**config.mk**
```make
export PLATFORM = sky130hd
export DESIGN_NAME = fetch_stage
export DESIGN_NICKNAME = d
export VERILOG_FILES = /design/src/rtl/fetch_pkg.sv /design/src/rtl/fetch_hold_buf.sv /design/src/rtl/fetch_stage.sv
export SDC_FILE = /design/constraint.sdc
export NUM_CORES = 1
export LEC_CHECK = 0
export ABC_CLOCK_PERIOD_IN_PS = 2840
export CORE_UTILIZATION = 40
export CTS_BUF_LIST = sky130_fd_sc_hd__clkbuf_4 sky130_fd_sc_hd__clkbuf_8
export CTS_CLUSTER_DIAMETER = 120
export DETAILED_ROUTE_END_ITERATION = 10
export PLACE_DENSITY = 0.72
export SYNTH_ARGS = -nofsm -noshare
export SYNTH_HDL_FRONTEND = slang
export SYNTH_SLANG_ARGS = --single-unit
```
**constraint.sdc**
```tcl
create_clock -name clk -period 2.84 [get_ports clk]
set_clock_uncertainty 0.05 [all_clocks]
set_input_delay 0.568 -clock clk [delete_from_list [all_inputs] [get_ports clk]]
set_output_delay 0.568 -clock clk [all_outputs]
set_load 0.05 [all_outputs]
```
**src/rtl/fetch_pkg.sv**
```systemverilog
// fetch_pkg: shared types and constants for the fetch stage.
//   fetch_state_t : IDLE (nothing outstanding), BUSY (one request outstanding),
//                   HOLD (response buffered while stalled), DROP (stale request outstanding)
//   NOP_INSTR     : instruction placed in IF/ID for bubbles and flushes
//   PC_INC        : PC step between sequential fetches
package fetch_pkg;

  typedef enum logic [1:0] {
    IDLE,
    BUSY,
    HOLD,
    DROP
  } fetch_state_t;

  localparam logic [31:0] NOP_INSTR = 32'h0000_0013;
  localparam int unsigned PC_INC    = 4;

endpackage

```
**src/rtl/fetch_hold_buf.sv**
```systemverilog
// fetch_hold_buf: single-entry {pc, instr} buffer that parks an instruction
// response arriving while decode is stalled.
// Ports:
//   clk, reset       clock, synchronous active-high reset
//   i_load           capture i_pc / i_instr, mark valid
//   i_clear          drop the buffered entry
//   i_pc, i_instr    entry to capture
//   o_valid          buffer holds an entry
//   o_pc, o_instr    buffered entry
module fetch_hold_buf #(
  parameter int unsigned PC_W  = 9,
  parameter int unsigned INS_W = 32
) (
  input  logic             clk,
  input  logic             reset,
  input  logic             i_load,
  input  logic             i_clear,
  input  logic [PC_W-1:0]  i_pc,
  input  logic [INS_W-1:0] i_instr,
  output logic             o_valid,
  output logic [PC_W-1:0]  o_pc,
  output logic [INS_W-1:0] o_instr
);

  logic             r_valid;
  logic [PC_W-1:0]  r_pc;
  logic [INS_W-1:0] r_instr;

  always_ff @(posedge clk) begin
    if (reset) begin
      r_valid <= 1'b0;
      r_pc    <= '0;
      r_instr <= '0;
    end else if (i_load) begin
      r_valid <= 1'b1;
      r_pc    <= i_pc;
      r_instr <= i_instr;
    end else if (i_clear) begin
      r_valid <= 1'b0;
    end
  end

  assign o_valid = r_valid;
  assign o_pc    = r_pc;
  assign o_instr = r_instr;

endmodule

```
**src/rtl/fetch_stage.sv**
```systemverilog
// fetch_stage: holds the PC, issues instruction-memory requests (one
// outstanding at most) and fills the IF/ID pipeline register. Responses made
// stale by an EX redirect or by reset are discarded.
// Ports:
//   clk, reset               clock, synchronous active-high reset
//   stall                    hold PC advance and IF/ID contents
//   PC_sel, branch_PC        EX redirect request and its target (truncated to PC_W)
//   imem_req_valid/addr      fetch request, imem_req_ready accepts it
//   imem_rsp_valid/data      in-order response, one per accepted request
//   if_id_pc/instr/valid     IF/ID pipeline register
//   fetch_misalign           sticky misaligned-redirect flag (only with the macro below)
// Optional feature: define FETCH_MISALIGN_TRAP_EN to add fetch_misalign and
// block further requests after a redirect to a non word-aligned target.
module fetch_stage
  import fetch_pkg::*;
#(
  parameter int unsigned      PC_W     = 9,
  parameter int unsigned      INS_W    = 32,
  parameter logic [PC_W-1:0]  RESET_PC = '0
) (
  input  logic             clk,
  input  logic             reset,
  input  logic             stall,
  input  logic             PC_sel,
  input  logic [31:0]      branch_PC,
  output logic             imem_req_valid,
  output logic [PC_W-1:0]  imem_req_addr,
  input  logic             imem_req_ready,
  input  logic             imem_rsp_valid,
  input  logic [INS_W-1:0] imem_rsp_data,
  output logic [PC_W-1:0]  if_id_pc,
  output logic [INS_W-1:0] if_id_instr,
  output logic             if_id_valid
`ifdef FETCH_MISALIGN_TRAP_EN
  ,
  output logic             fetch_misalign
`endif
);

  fetch_state_t     r_state;
  logic [PC_W-1:0]  r_pc;
  logic [PC_W-1:0]  r_req_pc;

  logic [PC_W-1:0]  w_target;
  logic [PC_W-1:0]  w_pc_next;
  logic             w_rsp_take;
  logic             w_accept;
  logic             w_trap;
  logic             w_buf_load;
  logic             w_buf_clear;
  logic             w_buf_valid;
  logic [PC_W-1:0]  w_buf_pc;
  logic [INS_W-1:0] w_buf_instr;
  logic             w_unused_branch_hi;

  assign w_target           = branch_PC[PC_W-1:0];
  assign w_unused_branch_hi = ^branch_PC[31:PC_W];
  assign w_pc_next          = r_pc + PC_W'(PC_INC);

  // Response consumed straight into IF/ID this cycle.
  assign w_rsp_take = (r_state == BUSY) && imem_rsp_valid && !stall && !PC_sel;

  assign imem_req_valid = !reset && !PC_sel && !w_trap &&
                          ((r_state == IDLE) || w_rsp_take);
  assign imem_req_addr  = r_pc;
  assign w_accept       = imem_req_valid && imem_req_ready;

  assign w_buf_load  = !reset && (r_state == BUSY) && imem_rsp_valid && stall && !PC_sel;
  assign w_buf_clear = (r_state == HOLD) && (PC_sel || !stall);

`ifdef FETCH_MISALIGN_TRAP_EN
  logic r_misalign;

  always_ff @(posedge clk) begin
    if (reset) begin
      r_misalign <= 1'b0;
    end else if (PC_sel && (branch_PC[1:0] != 2'b00)) begin
      r_misalign <= 1'b1;
    end
  end

  assign w_trap         = r_misalign;
  assign fetch_misalign = r_misalign;
`else
  assign w_trap = 1'b0;
`endif

  fetch_hold_buf #(
    .PC_W  (PC_W),
    .INS_W (INS_W)
  ) u_hold_buf (
    .clk     (clk),
    .reset   (reset),
    .i_load  (w_buf_load),
    .i_clear (w_buf_clear),
    .i_pc    (r_req_pc),
    .i_instr (imem_rsp_data),
    .o_valid (w_buf_valid),
    .o_pc    (w_buf_pc),
    .o_instr (w_buf_instr)
  );

  // pc steps to req_pc + 4 at acceptance rather than at the response; while
  // BUSY/HOLD it therefore already equals req_pc + 4, which lets a request be
  // issued in the same cycle the previous response is consumed.
  always_ff @(posedge clk) begin
    if (reset) begin
      r_pc     <= RESET_PC;
      r_req_pc <= '0;
      // A request still in flight at reset has its late response swallowed.
      r_state  <= (((r_state == BUSY) || (r_state == DROP)) && !imem_rsp_valid) ? DROP : IDLE;
    end else begin
      if (w_accept) begin
        r_req_pc <= r_pc;
        r_pc     <= w_pc_next;
      end
      if (PC_sel) begin
        r_pc <= w_target;
      end
      case (r_state)
        IDLE: begin
          if (w_accept) r_state <= BUSY;
        end
        BUSY: begin
          if (PC_sel) begin
            r_state <= imem_rsp_valid ? IDLE : DROP;
          end else if (imem_rsp_valid) begin
            if (stall)         r_state <= HOLD;
            else if (w_accept) r_state <= BUSY;
            else               r_state <= IDLE;
          end
        end
        HOLD: begin
          if (PC_sel || !stall) r_state <= IDLE;
        end
        DROP: begin
          if (imem_rsp_valid) r_state <= IDLE;
        end
        default: r_state <= IDLE;
      endcase
    end
  end

  // IF/ID: reset > redirect flush > stall hold > load available word > bubble.
  always_ff @(posedge clk) begin
    if (reset || PC_sel) begin
      if_id_valid <= 1'b0;
      if_id_pc    <= '0;
      if_id_instr <= INS_W'(NOP_INSTR);
    end else if (!stall) begin
      if ((r_state == BUSY) && imem_rsp_valid) begin
        if_id_valid <= 1'b1;
        if_id_pc    <= r_req_pc;
        if_id_instr <= imem_rsp_data;
      end else if ((r_state == HOLD) && w_buf_valid) begin
        if_id_valid <= 1'b1;
        if_id_pc    <= w_buf_pc;
        if_id_instr <= w_buf_instr;
      end else begin
        if_id_valid <= 1'b0;
        if_id_pc    <= '0;
        if_id_instr <= INS_W'(NOP_INSTR);
      end
    end
  end

endmodule

```
==> results of run 1 <==
-- worst max-delay path by stage --
stage            from                 end  slack, ps  cells after the start
3_5_place_dp   PC_sel  u_hold_buf.o_pc[4]        210                      7
3_3_place_gp   PC_sel  u_hold_buf.o_pc[2]        260                      7
6_report       PC_sel      imem_req_valid        340                      4
4_1_cts        PC_sel      imem_req_valid        340                      4
2_1_floorplan  PC_sel      imem_req_valid        370                      4
5_1_grt        PC_sel      imem_req_valid        320                      4
-- tightest hold or removal path: stages, from the launching register on --
cell and delay, ps:
dfxtp_1 330, nand2_1 50, a21oi_1 50
-- flip-flops by register name, indices dropped and copies added (netlist names) --
signal and cells:
if_id_instr 32, u_hold_buf.o_instr 32, if_id_pc 9, imem_req_addr 9, r_req_pc 9, u_hold_buf.o_pc 9
r_state 2, if_id_valid 1, u_hold_buf.o_valid 1
-- power groups by stage --
stage	clock [mW]	sequential [mW]	combinational, mW
after global routing	1.16	1.61	0.768
after global placement	0	1.63	0.700
after detailed placement	0	1.63	0.712
final	1.07	1.60	0.712
after CTS	1.09	1.60	0.715
after floorplan	0	1.71	0.366
-- stage by stage --
stage / total power, mW / util, % / hold slack (ps) / instance area [um^2] / std cells
floorplan: 2.07 / - / 386 / 4240 / 488
global placement: 2.33 / 52.3 / 391 / 5380 / 695
global route: 3.54 / 54.6 / 440 / 5610 / 711
CTS: 3.41 / 54.6 / 414 / 5610 / 711
detailed placement: 2.34 / 52.3 / 398 / 5380 / 695
finish: 3.38 / 54.6 / 411 / 5610 / 711
-- logic make-up (layout without fill, tap and decap cells) --
kind of cell | count (synthesis) | count (layout)
compound gates | 111 | 111
buf+inv | 50 | 137
fa+ha+maj | 1 | 1
xor+xnor | 4 | 4
simple gates | 207 | 207
flops | 104 | 104
mux | 11 | 11
-- per-layer routing --
metal / share of wire [%] / GRT usage [%] / vias up
li1: - / - / 1886
met1: 45 / 25.4 / 1851
met2: 50 / 36.2 / 99
met3: 4.0 / 3.12 / 11
met4: 1.3 / 5.94 / 0
met5: 0 / 0 / -
-- placed cells by master, fill, tap and decap left out, types with 3 or more instances in the layout --
| cell type | Yosys | routed |
|---|---|---|
| o22ai_1 | 4 | 4 |
| inv_8 | 0 | 3 |
| dfxtp_1 | 102 | 102 |
| nor3_1 | 41 | 41 |
| buf_12 | 0 | 3 |
| inv_1 | 6 | 6 |
| xnor2_1 | 4 | 4 |
| a211oi_2 | 2 | 3 |
| a211oi_1 | 6 | 5 |
| nor2_1 | 30 | 29 |
| clkbuf_8 | 0 | 9 |
| o211ai_1 | 3 | 3 |
| buf_4 | 1 | 15 |
| nor2b_1 | 30 | 30 |
| o21ai_0 | 3 | 3 |
| a21oi_1 | 43 | 43 |
| a221oi_1 | 39 | 39 |
| clkdlybuf4s50_1 | 0 | 95 |
| nand3_1 | 4 | 4 |
| mux2i_1 | 11 | 11 |
| nand2_1 | 91 | 91 |
-- layout make-up --
type,instances,area [um^2]
fillers,971,4670
flip-flops and latches,104,2100
multi-input cells,334,1950
repair buffers,115,1130
well taps,136,170
clock buffers,9,124
clock inverters,7,111
inverters,6,22.5
==> impl_metrics.ini, run 1 <==
[detailed_routing]
wl_per_cell_um = 15.3
vias = 3847
drt_pre_antenna_iters = 7
route.detailed.drc = 0
drt-total-wl_um = 10900
via_per_inst = 5.41
ant_nets = 0
drtIter0Drc = 180

[synth]
synthCells = 488
ys.flop_type = dfxtp_1
synth_seq_area_share_pct = 49.6
ys_warn_count = 0
synth_top_area_cell = dfxtp_1
async_reset_ff_share_pct = 0
synth_top_area_share_pct = 48.2
synth_compound_area_share_pct = 19.4
netlist_area_um2 = 4240
synth_top_family_by_area = simple AND/OR/NAND/NOR gates
synthAdderAreaFrac_pct = 0.295
avgSynthCellArea_um2 = 8.68
synthTopCellsByCount = 102 x dfxtp_1, 91 x nand2_1, 43 x a21oi_1
synthSimpleGateAreaFrac_pct = 22.4
synth_xor_xnor_area_share_pct = 0.827
yosysMostFrequentCell = dfxtp_1
synth.area.top_cells = dfxtp_1 48%, a221oi_1 8.1%, nand2_1 8.1%
syn-num-nets = 559
netlist-cell-type-count = 41
synth-seq-cells = 104
synth_edf_count = 2
muxShareOfSynthArea_pct = 2.60

[power]
pwr_density_cell_nw_per_um2 = 602
ir_drop_uv = 273
pwr-share-seq_pct = 47.3
power.share.combinational_pct = 21.1
p_leak_nw = 1.92
switching_share_pct = 30.9
switching_power_mw = 1.04
internal_power_mw = 2.33
p_clk_share_pct = 31.6

[floorplanning]
die_h_um = 105
core_area_um2 = 10300
rows = 37
die_area_um2 = 11000
ios = 122
start_util_pct = 41.2
fp.dieW_um = 105

[timing]
final-setup-viol-count = 0
fin_crit_ps = 2500
finalCritPeriodShare_pct = 87.9
slew_headroom_pct = 35.3
worst_pin_slew_ps = 971
setup_ws_ps = 344
fmax_ghz = 0.401
slew_violations = 0
rsz0062_at_grt = false
finalSetupTns_ps = 0
final-hold-violation-count = 0

[placed_design]
pre_cts_ws_ps = 213
hpwl_um = 7030
place.gp.congestion = 0.765
io_buffers = 98

[worst_setup_path]
crit_fanout = 4
cp.arrival_ps = 1880
reg2reg_to = if_id_instr[7]
critPathBufInv = 2
setup.worst_path.start_class = primary input
cp_slowest_cell = clkdlybuf4s50_1
worstSetupEndpointType = output port
crit_chain = clkdlybuf4s50_1, or2_2, a211oi_2, buf_12
r2r-start = r_state[1]
reg2reg_depth = 4
worstPathRequired_ps = 2220
r2r_slack_ps = 530
critPathKind = in -> out
crit_family = buffers and inverters
max_stage_delay_ps = 470

[clock_network]
cts_resized = 0
path_clk_slew_ps = 110
cts_root_buffer = clkbuf_8
hold_buffers = 0
clock-sinks = 104
clockBufferDepth = 2
cts_made_buffers = 9
post_cts.repair.setup_buffers = 0
cts_tree = yes
htreeDepth = 3
clk_latency_ps = 360

[worst_hold_path]
min_to = u_hold_buf.o_instr[1]
hp-start = u_hold_buf.o_instr[1]
hold_path_depth = 2
hp-class = reg -> reg

[layout]
drive_gt1_share_pct = 8.17
antenna_cells = 0
area_growth_syn_to_layout_pct = 32.4
fin_nets = 641

[global_routing]
grt_pass1_wl_um = 18100
grt.overflow.total = 0
grt_max_degree = 65
grt.total_usage_pct = 20.4
grt_pass1_vias = 3790
antenna_found_initial = 0

[outcome]
outcome = finished, final reports clean

[run]
maxCapViolCount = 0
Power figures use the tool's default switching activity.
==> inputs of run 2 (changes only) <==
--- a/config.mk
+++ b/config.mk
@@ -5,12 +5,13 @@
 export SDC_FILE = /design/constraint.sdc
 export NUM_CORES = 1
 export LEC_CHECK = 0
-export ABC_CLOCK_PERIOD_IN_PS = 2840
+export ABC_CLOCK_PERIOD_IN_PS = 2500
 export CORE_UTILIZATION = 40
 export CTS_BUF_LIST = sky130_fd_sc_hd__clkbuf_4 sky130_fd_sc_hd__clkbuf_8
 export CTS_CLUSTER_DIAMETER = 120
 export DETAILED_ROUTE_END_ITERATION = 10
-export PLACE_DENSITY = 0.72
+export PLACE_DENSITY = 0.69
+export SKIP_CTS_REPAIR_TIMING = 1
 export SYNTH_ARGS = -nofsm -noshare
 export SYNTH_HDL_FRONTEND = slang
 export SYNTH_SLANG_ARGS = --single-unit
==> constraint.sdc (replaced) <==
create_clock -name clk -period 2.5 [get_ports clk]
set_clock_uncertainty 0.05 [all_clocks]
set_input_delay 0.5 -clock clk [delete_from_list [all_inputs] [get_ports clk]]
set_output_delay 0.5 -clock clk [all_outputs]
set_load 0.05 [all_outputs]
==> run 2 against run 1 <==
Net effect: clock power increased by 7%; count of clock-buffer cells in the layout is 2 higher; setup slack got worse by 220 ps; critical endpoint unchanged.
==> impl_metrics.ini, run 2 (synthesis results as in run 1) <==
[layout]
antenna_cells = 0
final_core_util_pct = 54.6
final_common_cell = dfxtp_1
drive_gt1_share_pct = 8.95
fillers = 987
stdcell_count = 717
area_growth_syn_to_layout_pct = 32.5
fin_nets = 647
final_cell_mix = 102 x dfxtp_1, 95 x clkdlybuf4s50_1, 91 x nand2_1, 43 x a21oi_1, 41 x nor3_1

[worst_setup_path]
max_stage_delay_ps = 440
cp.arrival_ps = 1830
critPathBufInv = 2
cp_slowest_cell = clkdlybuf4s50_1
crit_fanout = 5
worstSetupEndpointType = output port
crit_chain = clkdlybuf4s50_1, or2_1, a211oi_2, buf_12
crit_family = buffers and inverters
critPathKind = in -> out
setup.worst_path.start_class = primary input
worstPathRequired_ps = 1950

[power]
pwr_density_cell_nw_per_um2 = 672
p_leak_nw = 1.93
ir_drop_uv = 303
power_mw = 3.78

[detailed_routing]
wl_per_cell_um = 14.9
ant_nets = 0
drt-total-wl_um = 10700
via_per_inst = 5.36
drt_pre_antenna_iters = 5
route.detailed.drc = 0
drtIter0Drc = 230
vias = 3846

[run]
maxCapViolCount = 0

[placed_design]
io_buffers = 98
place.gp.congestion = 0.782
pre_cts_ws_ps = 16.7
hpwl_um = 7380
dp_cells = 701

[global_routing]
grt.total_usage_pct = 20.0
grt_max_degree = 62
grt_use_met2_pct = 33.3
use_met1_pct = 25.0
antenna_found_initial = 0
grt.overflow.total = 0
busiest_layer = met2
grt_pass1_wl_um = 17700
gr-usage-met3_pct = 3.68
grt_pass1_vias = 3640

[floorplanning]
rows = 37
die_h_um = 105
ios = 122
fp.dieW_um = 105
die_area_um2 = 11000
core_area_um2 = 10300
start_util_pct = 41.2

[clock_network]
clock-sinks = 104
cts_made_buffers = 9
cts_tree = yes
cts_root_buffer = clkbuf_8
htreeDepth = 3
clockBufferDepth = 2
path_clk_slew_ps = 90
clk_latency_ps = 350

[timing]
fmax_ghz = 0.421
finalCritPeriodShare_pct = 95.0
fin_crit_ps = 2380
rsz0062_at_grt = false
finalSetupTns_ps = 0
final-setup-viol-count = 0
slew_violations = 0
final-hold-violation-count = 0
setup_ws_ps = 124
slew_headroom_pct = 64.0
worst_pin_slew_ps = 538

[worst_hold_path]
hp-class = reg -> reg

[outcome]
outcome = finished, final reports clean
-- run 2: changes by cell type in the layout (fill, tap and decap cells not counted), moves of 2 or more --
cell / before / now
inv_8: 3 / 0
clkinv_4: 2 / 0
buf_4: 15 / 23
clkinvlp_4: 0 / 2
buf_12: 3 / 1
-- run 2: through the flow --
step                cell area, um^2  hold WS, ps
floorplan                      4240          386
global placement               5390          391
detailed placement             5390          396
CTS                            5620          410
global route                   5620          429
finish                         5620          407
-- run 2: final timing paths --
path                            cells past startpoint  slack, ps                 end                from
worst max-delay path                                4        120      imem_req_valid              PC_sel
worst min-delay path                                2        410  u_hold_buf.o_pc[2]  u_hold_buf.o_pc[2]
worst max register to register                      5        560    imem_req_addr[4]          r_state[1]
worst min register to register                      2        410  u_hold_buf.o_pc[2]  u_hold_buf.o_pc[2]
-- run 2: final cells by class --
class | count | area (um^2) | area share [%]
flip-flops and latches | 104 | 2100 | 37.4
multi-input cells | 334 | 1940 | 34.6
repair buffers | 121 | 1150 | 20.5
well taps | 136 | 170 | 3.03
clock buffers | 11 | 145 | 2.58
clock inverters | 5 | 80.1 | 1.43
inverters | 6 | 22.5 | 0.401
-- run 2: report_power, final --
group | leakage, nW | internal, mW | total (mW) | switching [mW]
sequential | 0.850 | 1.74 | 1.79 | 0.0472
clock | 0.109 | 0.601 | 1.15 | 0.547
combinational | 0.970 | 0.328 | 0.842 | 0.514
total | 1.93 | 2.67 | 3.78 | 1.11
-- run 2: per-layer routing --
metal  vias up  wire, um  share of wire (%)
met1      1817      4770                 45
met4         0       247                2.3
met2       122      5150                 48
met3        16       528                4.9
li1       1891         -                  -
met5         -         0                  0
-- run 2: worst register-to-register path, stage by stage, from the launching register on --
cell      delay [ps]
edfxtp_1         390
or4b_4           630
a21oi_4          160
buf_4            250
a31oi_1          120
a221oi_1         260
==> inputs of run 3 (changes only) <==
--- a/config.mk
+++ b/config.mk
@@ -6,6 +6,7 @@
 export NUM_CORES = 1
 export LEC_CHECK = 0
 export ABC_CLOCK_PERIOD_IN_PS = 2500
+export CORE_ASPECT_RATIO = 1.75
 export CORE_UTILIZATION = 40
 export CTS_BUF_LIST = sky130_fd_sc_hd__clkbuf_4 sky130_fd_sc_hd__clkbuf_8
 export CTS_CLUSTER_DIAMETER = 120
==> run 3 against run 2 <==
Net effect: first-iteration DRC count fell by 17%; cell count fell by 1.7%; clock power fell by 7%; total power fell by 2.3%; final area fell by 1.0%; core utilization fell by 0.67 points; critical endpoint unchanged; highest routed layer unchanged.
==> impl_metrics.ini, run 3 (synthesis results as in run 1) <==
[outcome]
outcome = finished, final reports clean

[power]
pwr_density_cell_nw_per_um2 = 664
ir_drop_uv = 593
p_leak_nw = 1.91

[timing]
hold-worst-slack_ps = 409
slew_violations = 0
finalCritPeriodShare_pct = 96.1
worst_pin_slew_ps = 540
fmax_ghz = 0.416
fin_crit_ps = 2400
final-hold-violation-count = 0
slew_headroom_pct = 63.9
final-setup-viol-count = 0
rsz0062_at_grt = false

[worst_setup_path]
cp.arrival_ps = 1850
worstPathRequired_ps = 1950
crit_chain = clkdlybuf4s50_1, or2_2, a211oi_2, buf_12
cp_slowest_cell = clkdlybuf4s50_1
crit_fanout = 4
critPathKind = in -> out
worstSetupEndpointType = output port
max_stage_delay_ps = 480
setup.worst_path.start_class = primary input

[clock_network]
htreeDepth = 3
clk_latency_ps = 360
cts_tree = yes
clockBufferDepth = 2
path_clk_slew_ps = 100
cts_made_buffers = 9
clock-sinks = 104
cts_root_buffer = clkbuf_8

[layout]
final_core_util_pct = 54.0
area_growth_syn_to_layout_pct = 31.2
final_area_um2 = 5560
drive_gt1_share_pct = 8.65
fin_nets = 644
final_cell_mix = 102 x dfxtp_1, 95 x clkdlybuf4s50_1, 91 x nand2_1, 43 x a21oi_1, 41 x nor3_1
antenna_cells = 0
final_common_cell = dfxtp_1

[global_routing]
grt_pass1_vias = 3682
grt_max_degree = 53
antenna_found_initial = 0
grt_pass1_wl_um = 17300
grt.overflow.total = 0
grt.total_usage_pct = 19.8

[floorplanning]
rows = 49
die_area_um2 = 11000
die_h_um = 138
ios = 122
start_util_pct = 41.1
core_area_um2 = 10300
fp.dieW_um = 79.8

[detailed_routing]
vias = 3784
route.detailed.drc = 0
drt-total-wl_um = 10500
wl_per_cell_um = 14.9
drt_pre_antenna_iters = 4
drtIter0Drc = 191
ant_nets = 0
via_per_inst = 5.37

[placed_design]
postPlaceCellArea_um2 = 5360
io_buffers = 98
hpwl_um = 7190
place.gp.congestion = 0.782

[run]
maxCapViolCount = 0

[worst_hold_path]
hp-class = reg -> reg
[run 3: cell count changes in the layout (fill, tap and decap cells not counted), sizes merged]
cell	before	now
clkinv	1	3
clkbuf	11	10
buf	26	23
clkinvlp	2	0
inv	6	8
bufinv	2	1
[run 3: final cells by class]
type / count / area [um^2]
Clock buffer: 10 / 131
Clock inverter: 6 / 66.3
Sequential cell: 104 / 2100
Timing Repair Buffer: 118 / 1130
Inverter: 6 / 22.5
Fill cell: 970 / 4740
Tap cell: 127 / 159
Multi-Input combinational cell: 334 / 1950
[run 3: worst paths after layout]
check / startpoint / end / slack [ps] / depth (start not counted)
hold / removal: u_hold_buf.o_instr[22] / u_hold_buf.o_instr[22] / 410 / 2
hold reg to reg: u_hold_buf.o_instr[22] / u_hold_buf.o_instr[22] / 410 / 2
setup / recovery: PC_sel / imem_req_valid / 100 / 4
setup reg to reg: r_state[1] / imem_req_addr[3] / 510 / 5
[run 3: metrics by stage]
step	TNS [ps]	setup slack, ps	power, mW	instances
3_5_place_dp	-157	-102	2.67	689
6_report	0	98.2	3.69	705
5_1_grt	0	52.4	3.85	705
3_3_place_gp	-64.5	-64.5	2.65	689
4_1_cts	0	91.5	3.73	705
2_1_floorplan	0	127	2.36	488
[run 3: routing by layer]
layer  global-route usage (%)  up-vias  part of all wire (%)
li1                         -     1888                     -
met4                     8.74        0                   1.9
met3                     3.30       14                   3.6
met5                        0        -                     0
met1                     22.3     1798                    41
met2                     35.5       84                    53
[run 3: where the power goes]
group	leakage (nW)	total, mW	switching, mW	internal (mW)
clock network	0.106	1.07	0.587	0.481
registers	0.850	1.82	0.0776	1.74
logic	0.957	0.803	0.481	0.322
total	1.91	3.69	1.15	2.54
[run 3: critical path: cells and delay by family]
| family | cells | cell delay (ps) |
|---|---|---|
| buffers and inverters | 2 | 660 |
| and+or+nand+nor | 1 | 370 |
| AOI/OAI and AO/OA | 1 | 320 |
